File: src/rtl/stroke_pkg.sv
// Shared definitions for the stroke path (generator and painter).
// Latency: n/a (types, constants and a pure function only).
// Backpressure: n/a.
package stroke_pkg;

  localparam int DEF_IMG_W = 64;
  localparam int DEF_IMG_H = 64;
  localparam int DEF_PIX_W = 8;

  typedef enum logic [1:0] {
    IDLE  = 2'd0,
    SCAN  = 2'd1,
    DRAIN = 2'd2
  } state_t;

  // Magnitude of a-b; one extra bit so the signed subtract cannot overflow.
  function automatic logic [DEF_PIX_W:0] absdiff(input logic [DEF_PIX_W-1:0] a,
                                                 input logic [DEF_PIX_W-1:0] b);
    logic signed [DEF_PIX_W:0] d;
    d = $signed({1'b0, a}) - $signed({1'b0, b});
    return d[DEF_PIX_W] ? $unsigned(-d) : $unsigned(d);
  endfunction

endpackage

File: src/rtl/stroke_cmp.sv
// Write decision: overwrite canvas only if colour is strictly closer to reference.
// Latency: 1 cycle from read strobe to write strobe (matches the memory read latency).
// Backpressure: none; follows the read stream one-for-one.
module stroke_cmp
  import stroke_pkg::*;
#(
  parameter int AW = 12
) (
  input  logic                 clk,
  input  logic                 rst,
  input  logic                 rd_en,
  input  logic [AW-1:0]        rd_addr,
  input  logic [DEF_PIX_W-1:0] ref_rdata,
  input  logic [DEF_PIX_W-1:0] cv_rdata,
  input  logic [DEF_PIX_W-1:0] color,
  output logic                 wr_en,
  output logic [AW-1:0]        wr_addr
);

  logic vld_q;

  // Track which read returns data this cycle and where it came from.
  always_ff @(posedge clk or negedge rst) begin
    if (!rst) begin
      vld_q   <= 1'b0;
      wr_addr <= '0;
    end else begin
      vld_q   <= rd_en;
      wr_addr <= rd_addr;
    end
  end

  // Ties keep the existing canvas value.
  assign wr_en = vld_q && (absdiff(ref_rdata, color) < absdiff(ref_rdata, cv_rdata));

endmodule

File: src/rtl/stroke_paint.sv
// Rasterizes a clipped square brush around each stroke point into the canvas.
// Latency: N footprint reads in cycles 1..N, last write in N+1, ready again in N+2.
// Backpressure: in_ready low from acceptance until the compare pipeline drains.
module stroke_paint
  import stroke_pkg::*;
#(
  parameter int IMG_W = DEF_IMG_W,
  parameter int IMG_H = DEF_IMG_H,
  parameter int PIX_W = DEF_PIX_W
) (
  input  logic                          clk,
  input  logic                          rst,
  input  logic                          in_valid,
  output logic                          in_ready,
  input  logic [$clog2(IMG_W)-1:0]      in_x,
  input  logic [$clog2(IMG_H)-1:0]      in_y,
  input  logic [2:0]                    in_radius,
  input  logic [PIX_W-1:0]              in_color,
  input  logic                          in_last,
  output logic                          rd_en,
  output logic [$clog2(IMG_W*IMG_H)-1:0] rd_addr,
  input  logic [PIX_W-1:0]              cv_rdata,
  input  logic [PIX_W-1:0]              ref_rdata,
  output logic                          wr_en,
  output logic [$clog2(IMG_W*IMG_H)-1:0] wr_addr,
  output logic [PIX_W-1:0]              wr_data,
  output logic                          done,
  output logic [15:0]                   wr_count
);

  localparam int XW = $clog2(IMG_W);
  localparam int YW = $clog2(IMG_H);
  localparam int AW = $clog2(IMG_W*IMG_H);

  state_t           state;
  logic [XW-1:0]    cur_x, x_lo, x_hi;
  logic [YW-1:0]    cur_y, y_hi;
  logic [PIX_W-1:0] color_q;
  logic             last_q;
  logic             new_stroke;
  logic             accept;

  logic signed [XW+1:0] xs_lo, xs_hi;
  logic signed [YW+1:0] ys_lo, ys_hi;
  logic [XW-1:0]        x_lo_n, x_hi_n;
  logic [YW-1:0]        y_lo_n, y_hi_n;

  assign in_ready = (state == IDLE);
  assign accept   = in_valid && in_ready;
  assign rd_en    = (state == SCAN);
  // IMG_W is a power of two, so y*IMG_W+x is a plain concatenation.
  assign rd_addr  = {cur_y, cur_x};
  assign done     = (state == DRAIN) && last_q;
  assign wr_data  = color_q;

  // Clip the footprint to the image using signed bounds around the incoming point.
  always_comb begin
    xs_lo  = $signed({2'b00, in_x}) - $signed((XW+2)'(in_radius));
    xs_hi  = $signed({2'b00, in_x}) + $signed((XW+2)'(in_radius));
    ys_lo  = $signed({2'b00, in_y}) - $signed((YW+2)'(in_radius));
    ys_hi  = $signed({2'b00, in_y}) + $signed((YW+2)'(in_radius));
    x_lo_n = (xs_lo < 0) ? '0 : XW'(xs_lo);
    x_hi_n = (xs_hi > $signed((XW+2)'(IMG_W-1))) ? XW'(IMG_W-1) : XW'(xs_hi);
    y_lo_n = (ys_lo < 0) ? '0 : YW'(ys_lo);
    y_hi_n = (ys_hi > $signed((YW+2)'(IMG_H-1))) ? YW'(IMG_H-1) : YW'(ys_hi);
  end

  // Point latch and row-major footprint walk; one read per SCAN cycle.
  always_ff @(posedge clk or negedge rst) begin
    if (!rst) begin
      state   <= IDLE;
      cur_x   <= '0;
      cur_y   <= '0;
      x_lo    <= '0;
      x_hi    <= '0;
      y_hi    <= '0;
      color_q <= '0;
      last_q  <= 1'b0;
    end else begin
      case (state)
        IDLE: begin
          if (accept) begin
            x_lo    <= x_lo_n;
            x_hi    <= x_hi_n;
            y_hi    <= y_hi_n;
            cur_x   <= x_lo_n;
            cur_y   <= y_lo_n;
            color_q <= in_color;
            last_q  <= in_last;
            state   <= SCAN;
          end
        end
        SCAN: begin
          if (cur_x == x_hi) begin
            cur_x <= x_lo;
            if (cur_y == y_hi) state <= DRAIN;
            else               cur_y <= cur_y + YW'(1);
          end else begin
            cur_x <= cur_x + XW'(1);
          end
        end
        DRAIN:   state <= IDLE;
        default: state <= IDLE;
      endcase
    end
  end

  // Per-stroke write counter; restarts on the first point after a finished stroke.
  always_ff @(posedge clk or negedge rst) begin
    if (!rst) begin
      wr_count   <= '0;
      new_stroke <= 1'b1;
    end else begin
      if (accept && new_stroke) begin
        wr_count   <= '0;
        new_stroke <= 1'b0;
      end else if (wr_en && wr_count != 16'hFFFF) begin
        wr_count <= wr_count + 16'd1;
      end
      if (done) new_stroke <= 1'b1;
    end
  end

  stroke_cmp #(.AW(AW)) u_cmp (
    .clk       (clk),
    .rst       (rst),
    .rd_en     (rd_en),
    .rd_addr   (rd_addr),
    .ref_rdata (ref_rdata),
    .cv_rdata  (cv_rdata),
    .color     (color_q),
    .wr_en     (wr_en),
    .wr_addr   (wr_addr)
  );

endmodule

File: config.mk
export PLATFORM = sky130hd
export DESIGN_NAME = stroke_paint
export DESIGN_NICKNAME = d
export VERILOG_FILES = /design/src/rtl/stroke_pkg.sv /design/src/rtl/stroke_cmp.sv /design/src/rtl/stroke_paint.sv
export SDC_FILE = /design/constraint.sdc
export NUM_CORES = 1
export LEC_CHECK = 0
export BUFFER_PORTS_ARGS = -buffer_cell sky130_fd_sc_hd__clkbuf_2
export CAP_MARGIN = 20
export CORE_UTILIZATION = 51
export CTS_BUF_LIST = sky130_fd_sc_hd__clkbuf_16
export DETAILED_ROUTE_END_ITERATION = 16
export GPL_TIMING_DRIVEN = 0
export HOLD_SLACK_MARGIN = 0.15
export PLACE_DENSITY = 0.79
export REMOVE_ABC_BUFFERS = 1
export SETUP_SLACK_MARGIN = 0.02
export SLEW_MARGIN = 20
export SYNTH_ARGS = -nofsm -noshare
export SYNTH_HDL_FRONTEND = slang
export SYNTH_SLANG_ARGS = --single-unit
File: constraint.sdc
create_clock -name clk -period 4.1 [get_ports clk]
set_input_delay 0.205 -clock clk [delete_from_list [all_inputs] [get_ports clk]]
set_output_delay 0.205 -clock clk [all_outputs]
set_load 0.03 [all_outputs]
Word level (Yosys, flattened, before mapping)
Index checks and enable logic that the tools add are counted.
{ "word_totals": {"ff_bits": 71, "inputBits": 43, "out_inout_bits": 52, "wordCells": 71} }
{ "classes": {"addsub": 11, "n_lt_le_gt_ge": 5, "eq_ne": 9, "n_mux": 21, "n_reduce_logical": 13} }
{ "op_table": {"columns": ["op", "count"], "rows": [
  ["two-way mux 6 bit", 9],
  ["two-way mux 16 bit", 2],
  ["one-hot mux 6 bit (2 select lines)", 2],
  ["two-way mux 9 bit", 2],
  ["negator 9 bit", 2],
  ["subtractor 8 x 8 -> 9 bit", 2],
  ["adder 16 x 1 -> 16 bit, second input constant", 1],
  ["!= test 16 bit, second input constant", 1],
  ["adder 6 x 3 -> 7 bit", 2],
  ["greater-than comparator 7 x 6 -> 1 bit, second input constant", 2],
  ["< comparator 7 x 1 -> 1 bit, second input constant", 2],
  ["subtractor 6 x 3 -> 7 bit", 2],
  ["adder 6 x 1 -> 6 bit, second input constant", 2],
  ["equality test 6 bit", 2],
  ["< comparator 9 bit", 1],
  ["two-way mux 2 bit", 3],
  ["!= test 2 bit, second input constant", 3],
  ["nonzero test 2 bit", 3],
  ["logical AND 1 bit", 5],
  ["one-hot mux 2 bit (2 select lines)", 1],
  ["AND reduction 2 bit", 2],
  ["AND reduction 4 bit", 1],
  ["AND reduction 3 bit", 1],
  ["equality test 2 x 1 -> 1 bit, second input constant", 1],
  ["other kinds (4)", 5]
]} }

Logic depth before layout (Yosys ltp)
{ "logic_depth": {"word_depth": 8, "ltp_mapped": 20, "ltp_nobuf": 18} }

Hierarchy
From an unflattened synthesis, not the netlist that was laid out.
{ "unflattened": {"hier_cells": 559, "hier_area_um2": 5198.7} }
{ "modules_own_cells": {"columns": ["mod", "instances", "cells_per_inst", "area_each_um2", "seq_area_each_um2"], "rows": [
  ["stroke_paint", 1, 385, 3567.2, 1452.6],
  ["stroke_cmp", 1, 174, 1631.6, 325.3]
]} }

Worst setup path before layout
OpenSTA, ideal clock, no wires.
{ "synth_path": {"kind": "register -> register", "startpoint": "register color_q[0], in the netlist wr_data[0]", "endpoint": "register wr_count[1]", "setup_time_ps": 78, "arrival_ps": 4061, "required_time_ps": 4022, "setup_slack_ps": -39, "stages_incl_launch_ff": 20, "n_path_buf": 2, "period_less_slack_ps": 4139, "cell_sequence": "dfrtp_1 > ha_1 > inv_1 > fa_1 > a211oi_1 > o21ai_0 > a21o_1 > a21o_1 > a31oi_1 > xnor2_1 > ha_1 > a21o_1 > a21o_1 > a221oi_2 > o21ai_2 > buf_6 > clkbuf_1 > inv_1 > nand3b_1 > a21oi_1"} }
{ "synth_between": {"elab_chain_len": 7} }
{ "synth_rtl": {"columns": ["item", "line_no", "text"], "rows": [
  ["start, declared", "stroke_paint.sv:38", "logic [PIX_W-1:0] color_q;"],
  ["start signal, assigned", "stroke_paint.sv:88", "color_q <= in_color;"],
  ["subtractor 8 x 8 -> 9 bit *", "stroke_pkg.sv:20", "d = $signed({1'b0, a}) - $signed({1'b0, b});"],
  ["negator 9 bit", "stroke_pkg.sv:21", "return d[DEF_PIX_W] ? $unsigned(-d) : $unsigned(d);"],
  ["two-way mux 9 bit *", "stroke_pkg.sv:21", null],
  ["< comparator 9 bit *", "stroke_cmp.sv:34", "assign wr_en = vld_q && (absdiff(ref_rdata, color) < absdiff(ref_rdata, cv_rdata));"],
  ["logical AND 1 bit *", "stroke_cmp.sv:34", null],
  ["named net wr_en", "stroke_paint.sv:24", "output logic wr_en,"],
  ["logical AND 1 bit *", "stroke_paint.sv:117", "end else if (wr_en && wr_count != 16'hFFFF) begin"],
  ["nonzero test 2 bit (no source line) *", null, null],
  ["end signal, assigned", "stroke_paint.sv:118", "wr_count <= wr_count + 16'd1;"],
  ["end, declared", "stroke_paint.sv:28", "output logic [15:0] wr_count"]
]} }
The timed path passes the listed nets; every way through them passes the cells marked *.
A chain may end at the register's enable or synchronous reset.

Worst setup path after layout
{ "layout_path": {"startpoint": "register color_q[0], in the netlist wr_data[0]", "endpoint": "register wr_count[13]"} }
{ "layout_between": {"elab_chain_len": 7} }
{ "layout_rtl": {"columns": ["item", "line_no"], "rows": [
  ["subtractor 8 x 8 -> 9 bit *", "stroke_pkg.sv:20"],
  ["negator 9 bit", "stroke_pkg.sv:21"],
  ["two-way mux 9 bit *", "stroke_pkg.sv:21"],
  ["< comparator 9 bit *", "stroke_cmp.sv:34"],
  ["logical AND 1 bit *", "stroke_cmp.sv:34"],
  ["logical AND 1 bit *", "stroke_paint.sv:117"],
  ["nonzero test 2 bit (no source line) *", null]
]} }
Mark *: on every way between the ends. The rest lies on a longest branch, timed or not.

==> results.cfg <==
[outcome]
run_status = finished, violations left
violations = negative setup slack

[timing]
fin_crit_ns = 4.148
setup_tns_ns = -0.1820
fin_skew_ns = 0.01576
layout_setup_ws_ns = -0.04767
final_hold_vios = 0
final_min_period_over_clock_period_pct = 101.2
setup_violations = 6
max_slew_violation_count = 0
relative_slew_margins_pct = 32.60
setup_repair_after_global_routing_missed_its_margin = yes
max_freq_ghz = 0.2411
tightestPinTransition_ns = 1.011
finalHoldWorstSlack_ns = 0.2546

[cells_and_area]
final_layout_size_suffix_gt1_share_pct = 24.03
final_design_area_no_fill_um2 = 6240
antenna-diode-count = 0
synthToLayoutAreaGrowth_pct = 26.80
nets = 755
num-fill-cells = 752
util_after_layout_pct = 67.21

[clock_network]
h_tree_level_count = 3
clockRootBuffer = sky130_fd_sc_hd__clkbuf_16
clock_buffer_count_from_cts = 9
clk_transition_reported_paths_ns = 0.06
tritoncts_clock_tree = yes
clock_latency_ns = 0.33
number_of_sinks_handled_by_clock_tree_synthesis = 71
cts.path.max_buffers = 2

[die]
core-area_um2 = 9284
ioPinCount = 95
floorplan.die.height_um = 100.2
dieArea_um2 = 10050
die_width_um = 100.2
initial_utilization_pct = 53.01
floorplan.rows = 35

[synth]
synth_async_sr_flop_share_pct = 100.0
synth_edf_count = 0
ys_seq_area_share_pct = 36.13
ys_seq_elements = 71
syn_area_per_cell_um2 = 8.980
synth_top_cell_by_area = sky130_fd_sc_hd__dfrtp_1
synth_top_flop_cell = sky130_fd_sc_hd__dfrtp_1
synth_cells = 548
ys.warnings.count = 0
synth.cell_area_um2 = 4921
synth.distinct_cells = 55
yosys-top-cells-area = sky130_fd_sc_hd__dfrtp_1, sky130_fd_sc_hd__ha_1, sky130_fd_sc_hd__xor2_1
yosysTopAreaCellShare_pct = 35.60

[critical_path]
cp-end-kind = flip-flop
critical_path.reg2reg.startpoint = wr_data[0]$_DFFE_PN0P_
critical_path_fanout_max = 4
timing.critical_path.cells = ha_2 -> inv_2 -> fa_2 -> a211oi_4 -> buf_4 -> o21bai_1 -> a21oi_1 -> xor2_1 -> a31oi_1 -> xor2_1 -> ha_1 -> a21o_1 -> a221oi_4 -> buf_12 -> o2111ai_4 -> buf_6 -> or3_4 -> a21oi_2
reg2regPathDepth = 18
cp.arrival_ns = 4.41
timing_worst_setup_path_type = reg -> reg
critPathRequiredTime_ns = 4.36
crit_path_start_kind = flip-flop
r2r_slack_ns = -0.05
slowest_stage_delay_on_critical_path_ns = 0.36
worst_path_max_delay_cell = sky130_fd_sc_hd__dfrtp_1
regToRegEndpoint = wr_count[13]$_DFFE_PN0P_
worstSetupStartpoint = wr_data[0]$_DFFE_PN0P_
crit_path_frequent_cell = sky130_fd_sc_hd__xor2_1

[worst_hold_path]
worstHoldStart = in_radius[0]
worstHoldPathType = in -> reg
hold_depth = 3
worst_hold_path_endpoint = y_hi[0]$_DFFE_PN0P_

[routing]
drt.antenna.violating_nets = 0
drt_first_pass_iters = 4
via_per_inst = 5.638
post_drt_wl_per_cell_um = 15.01
drc_errors = 0
met2_length_um = 6256
number_of_violations_reported_at_the_end_of_detailed_routing_iteration_0 = 148
drt-met1-wl_um = 5067
dr_total_vias = 4505
route.final.wire_length_um = 11990
met3RoutedLength_um = 522
routed.top_layer = met4

[power_and_ir_drop]
switching_share_pct = 46.56
power_per_cell_area_nw_per_um2 = 859.6
power.share.clock_pct = 15.7
internal_power_uw = 2867
p_leak_uw = 0.002910
comb_power_share_pct = 61.6
ir_drop_mv = 0.3615
power.net_switching_uw = 2497
share_seq_of_total_power_pct = 22.8

[placed_design]
port_buffers = 94
dp_hpwl_um = 8394
gp_congestion = 0.8341
post_dp_cell_area_um2 = 5508
placement.setup.worst_slack_ns = -0.4670

[grt]
grt_first_pass_wirelength_um = 19690
globalRouteTotalUtil_pct = 24.62
number_of_global_route_vias_before_repair = 4283
grt_antenna_before_repair = 0
maximum_number_of_pins_on_one_net_before_global_route_repair = 44
overflow = 0

[flow_run]
max_cap_viols = 0
[state kept, by name, indices dropped and copies added, names as in the netlist, 2 cells and up]
| name | cells |
|---|---|
| cur_y | 6 |
| wr_count | 16 |
| cur_x | 6 |
| wr_data | 8 |
| y_hi | 6 |
| state | 2 |
| x_hi | 6 |
| u_cmp.wr_addr | 12 |
| x_lo | 6 |
[cells in the mapped netlist, types with 3 or more instances]
master and number:
sky130_fd_sc_hd__nor2b_1 9, sky130_fd_sc_hd__or3_1 10, sky130_fd_sc_hd__a21o_1 13, sky130_fd_sc_hd__ha_1 41, sky130_fd_sc_hd__inv_1 37, sky130_fd_sc_hd__fa_1 6, sky130_fd_sc_hd__dfrtp_1 70, sky130_fd_sc_hd__mux2i_1 5
sky130_fd_sc_hd__xor2_1 23, sky130_fd_sc_hd__a21oi_1 37, sky130_fd_sc_hd__a221o_1 3, sky130_fd_sc_hd__xnor2_1 21, sky130_fd_sc_hd__nand3b_1 4, sky130_fd_sc_hd__nand3_1 12, sky130_fd_sc_hd__o31ai_1 9, sky130_fd_sc_hd__a31oi_1 6
sky130_fd_sc_hd__o211ai_1 4, sky130_fd_sc_hd__a41oi_1 3, sky130_fd_sc_hd__nor3b_1 3, sky130_fd_sc_hd__a211oi_1 5, sky130_fd_sc_hd__o22ai_1 3, sky130_fd_sc_hd__nand4_1 5, sky130_fd_sc_hd__nand2_1 47, sky130_fd_sc_hd__mux2_2 4
sky130_fd_sc_hd__and3_1 4, sky130_fd_sc_hd__o21a_1 5, sky130_fd_sc_hd__o21bai_1 4, sky130_fd_sc_hd__nor2_1 53, sky130_fd_sc_hd__nand2b_1 10, sky130_fd_sc_hd__nor3_1 7, sky130_fd_sc_hd__or4_1 7, sky130_fd_sc_hd__clkbuf_1 13
sky130_fd_sc_hd__o21ai_0 34
[power by group through the flow]
stage / logic, uW / clock network (uW) / registers, uW
finish: 3300 / 841 / 1220
detailed placement: 2500 / 0 / 1230
floorplan: 1560 / 0 / 1510
CTS: 3150 / 845 / 1220
global route: 3550 / 883 / 1260
global placement: 2400 / 0 / 1220
[critical path: cells and delay by family, from the launching register on]
kind / cells / cell delay, ns
flops: 1 / 0.36
xor+xnor: 2 / 0.47
fa+ha+maj: 3 / 0.89
buf+inv: 4 / 0.54
simple gates: 1 / 0.36
compound gates: 8 / 1.46
[cell usage in the layout, fill, tap and decap left out, types with 7 or more instances in the layout]
cell type	n
sky130_fd_sc_hd__inv_1	35
sky130_fd_sc_hd__nand2_1	47
sky130_fd_sc_hd__or3_1	8
sky130_fd_sc_hd__nor2b_1	9
sky130_fd_sc_hd__a21o_1	12
sky130_fd_sc_hd__buf_4	12
sky130_fd_sc_hd__ha_1	40
sky130_fd_sc_hd__xor2_1	23
sky130_fd_sc_hd__o21ai_0	33
sky130_fd_sc_hd__a21oi_1	35
sky130_fd_sc_hd__nor2_1	53
sky130_fd_sc_hd__clkbuf_16	9
sky130_fd_sc_hd__clkbuf_2	92
sky130_fd_sc_hd__nand2b_1	10
sky130_fd_sc_hd__dfrtp_1	70
sky130_fd_sc_hd__o31ai_1	7
sky130_fd_sc_hd__dlygate4sd3_1	10
sky130_fd_sc_hd__nand3_1	12
sky130_fd_sc_hd__xnor2_1	20
[per-stage QoR]
stage | instances | total power (uW)
2_1_floorplan | 532 | 3078
3_3_place_gp | 755 | 3617
3_5_place_dp | 756 | 3729
4_1_cts | 790 | 5211
5_1_grt | 799 | 5688
6_report | 799 | 5364
[repair_timing]
| item | 4_1_cts | 5_1_grt |
|---|---|---|
| gates resized for setup | 22 | 15 |
| hold endpoints to repair | 36 | 0 |
| cloned | 2 | 0 |
| pin swaps | 11 | 27 |
| hold buffers | 10 | 0 |
| buffers inserted | 6 | 9 |
| endpoints found under the setup margin | 17 | 17 |
[routing by layer]
| metal | global-route usage [%] | vias up |
|---|---|---|
| li1 | - | 2194 |
| met1 | 29.25 | 2169 |
| met2 | 45.47 | 125 |
| met3 | 4.039 | 17 |
| met4 | 7.358 | 0 |
| met5 | 0 | - |
[kinds of logic after synthesis]
kind of cell | synth area share [%]
xor+xnor | 7.831
buf+inv | 4.195
simple gates | 18.56
flops | 36.13
mux | 1.932
fa+ha+maj | 12.87
compound gates | 18.49
[final cells by class]
class / count / area (um^2) / share of cell area, %
inverter: 37 / 138.9 / 2.226
sequential: 71 / 1778 / 28.49
multi-input combinational: 426 / 3105 / 49.77
clock buffer: 9 / 225.2 / 3.609
clock inverter: 7 / 95.09 / 1.524
tap: 129 / 161.4 / 2.587
timing repair buffer: 120 / 735.7 / 11.79
[how the worst max path moves through the flow]
stage / cells past startpoint / slack [ns] / end
after floorplan: 16 / -0.04 / wr_count[10]$_DFFE_PN0P_
after global placement: 16 / -0.37 / wr_count[15]$_DFFE_PN0P_
after detailed placement: 16 / -0.47 / wr_count[15]$_DFFE_PN0P_
after CTS: 16 / 0.03 / wr_en
after global routing: 18 / -0.19 / wr_count[13]$_DFFE_PN0P_
final: 18 / -0.05 / wr_count[13]$_DFFE_PN0P_
Note: power is estimated with default switching activity, not from simulation.
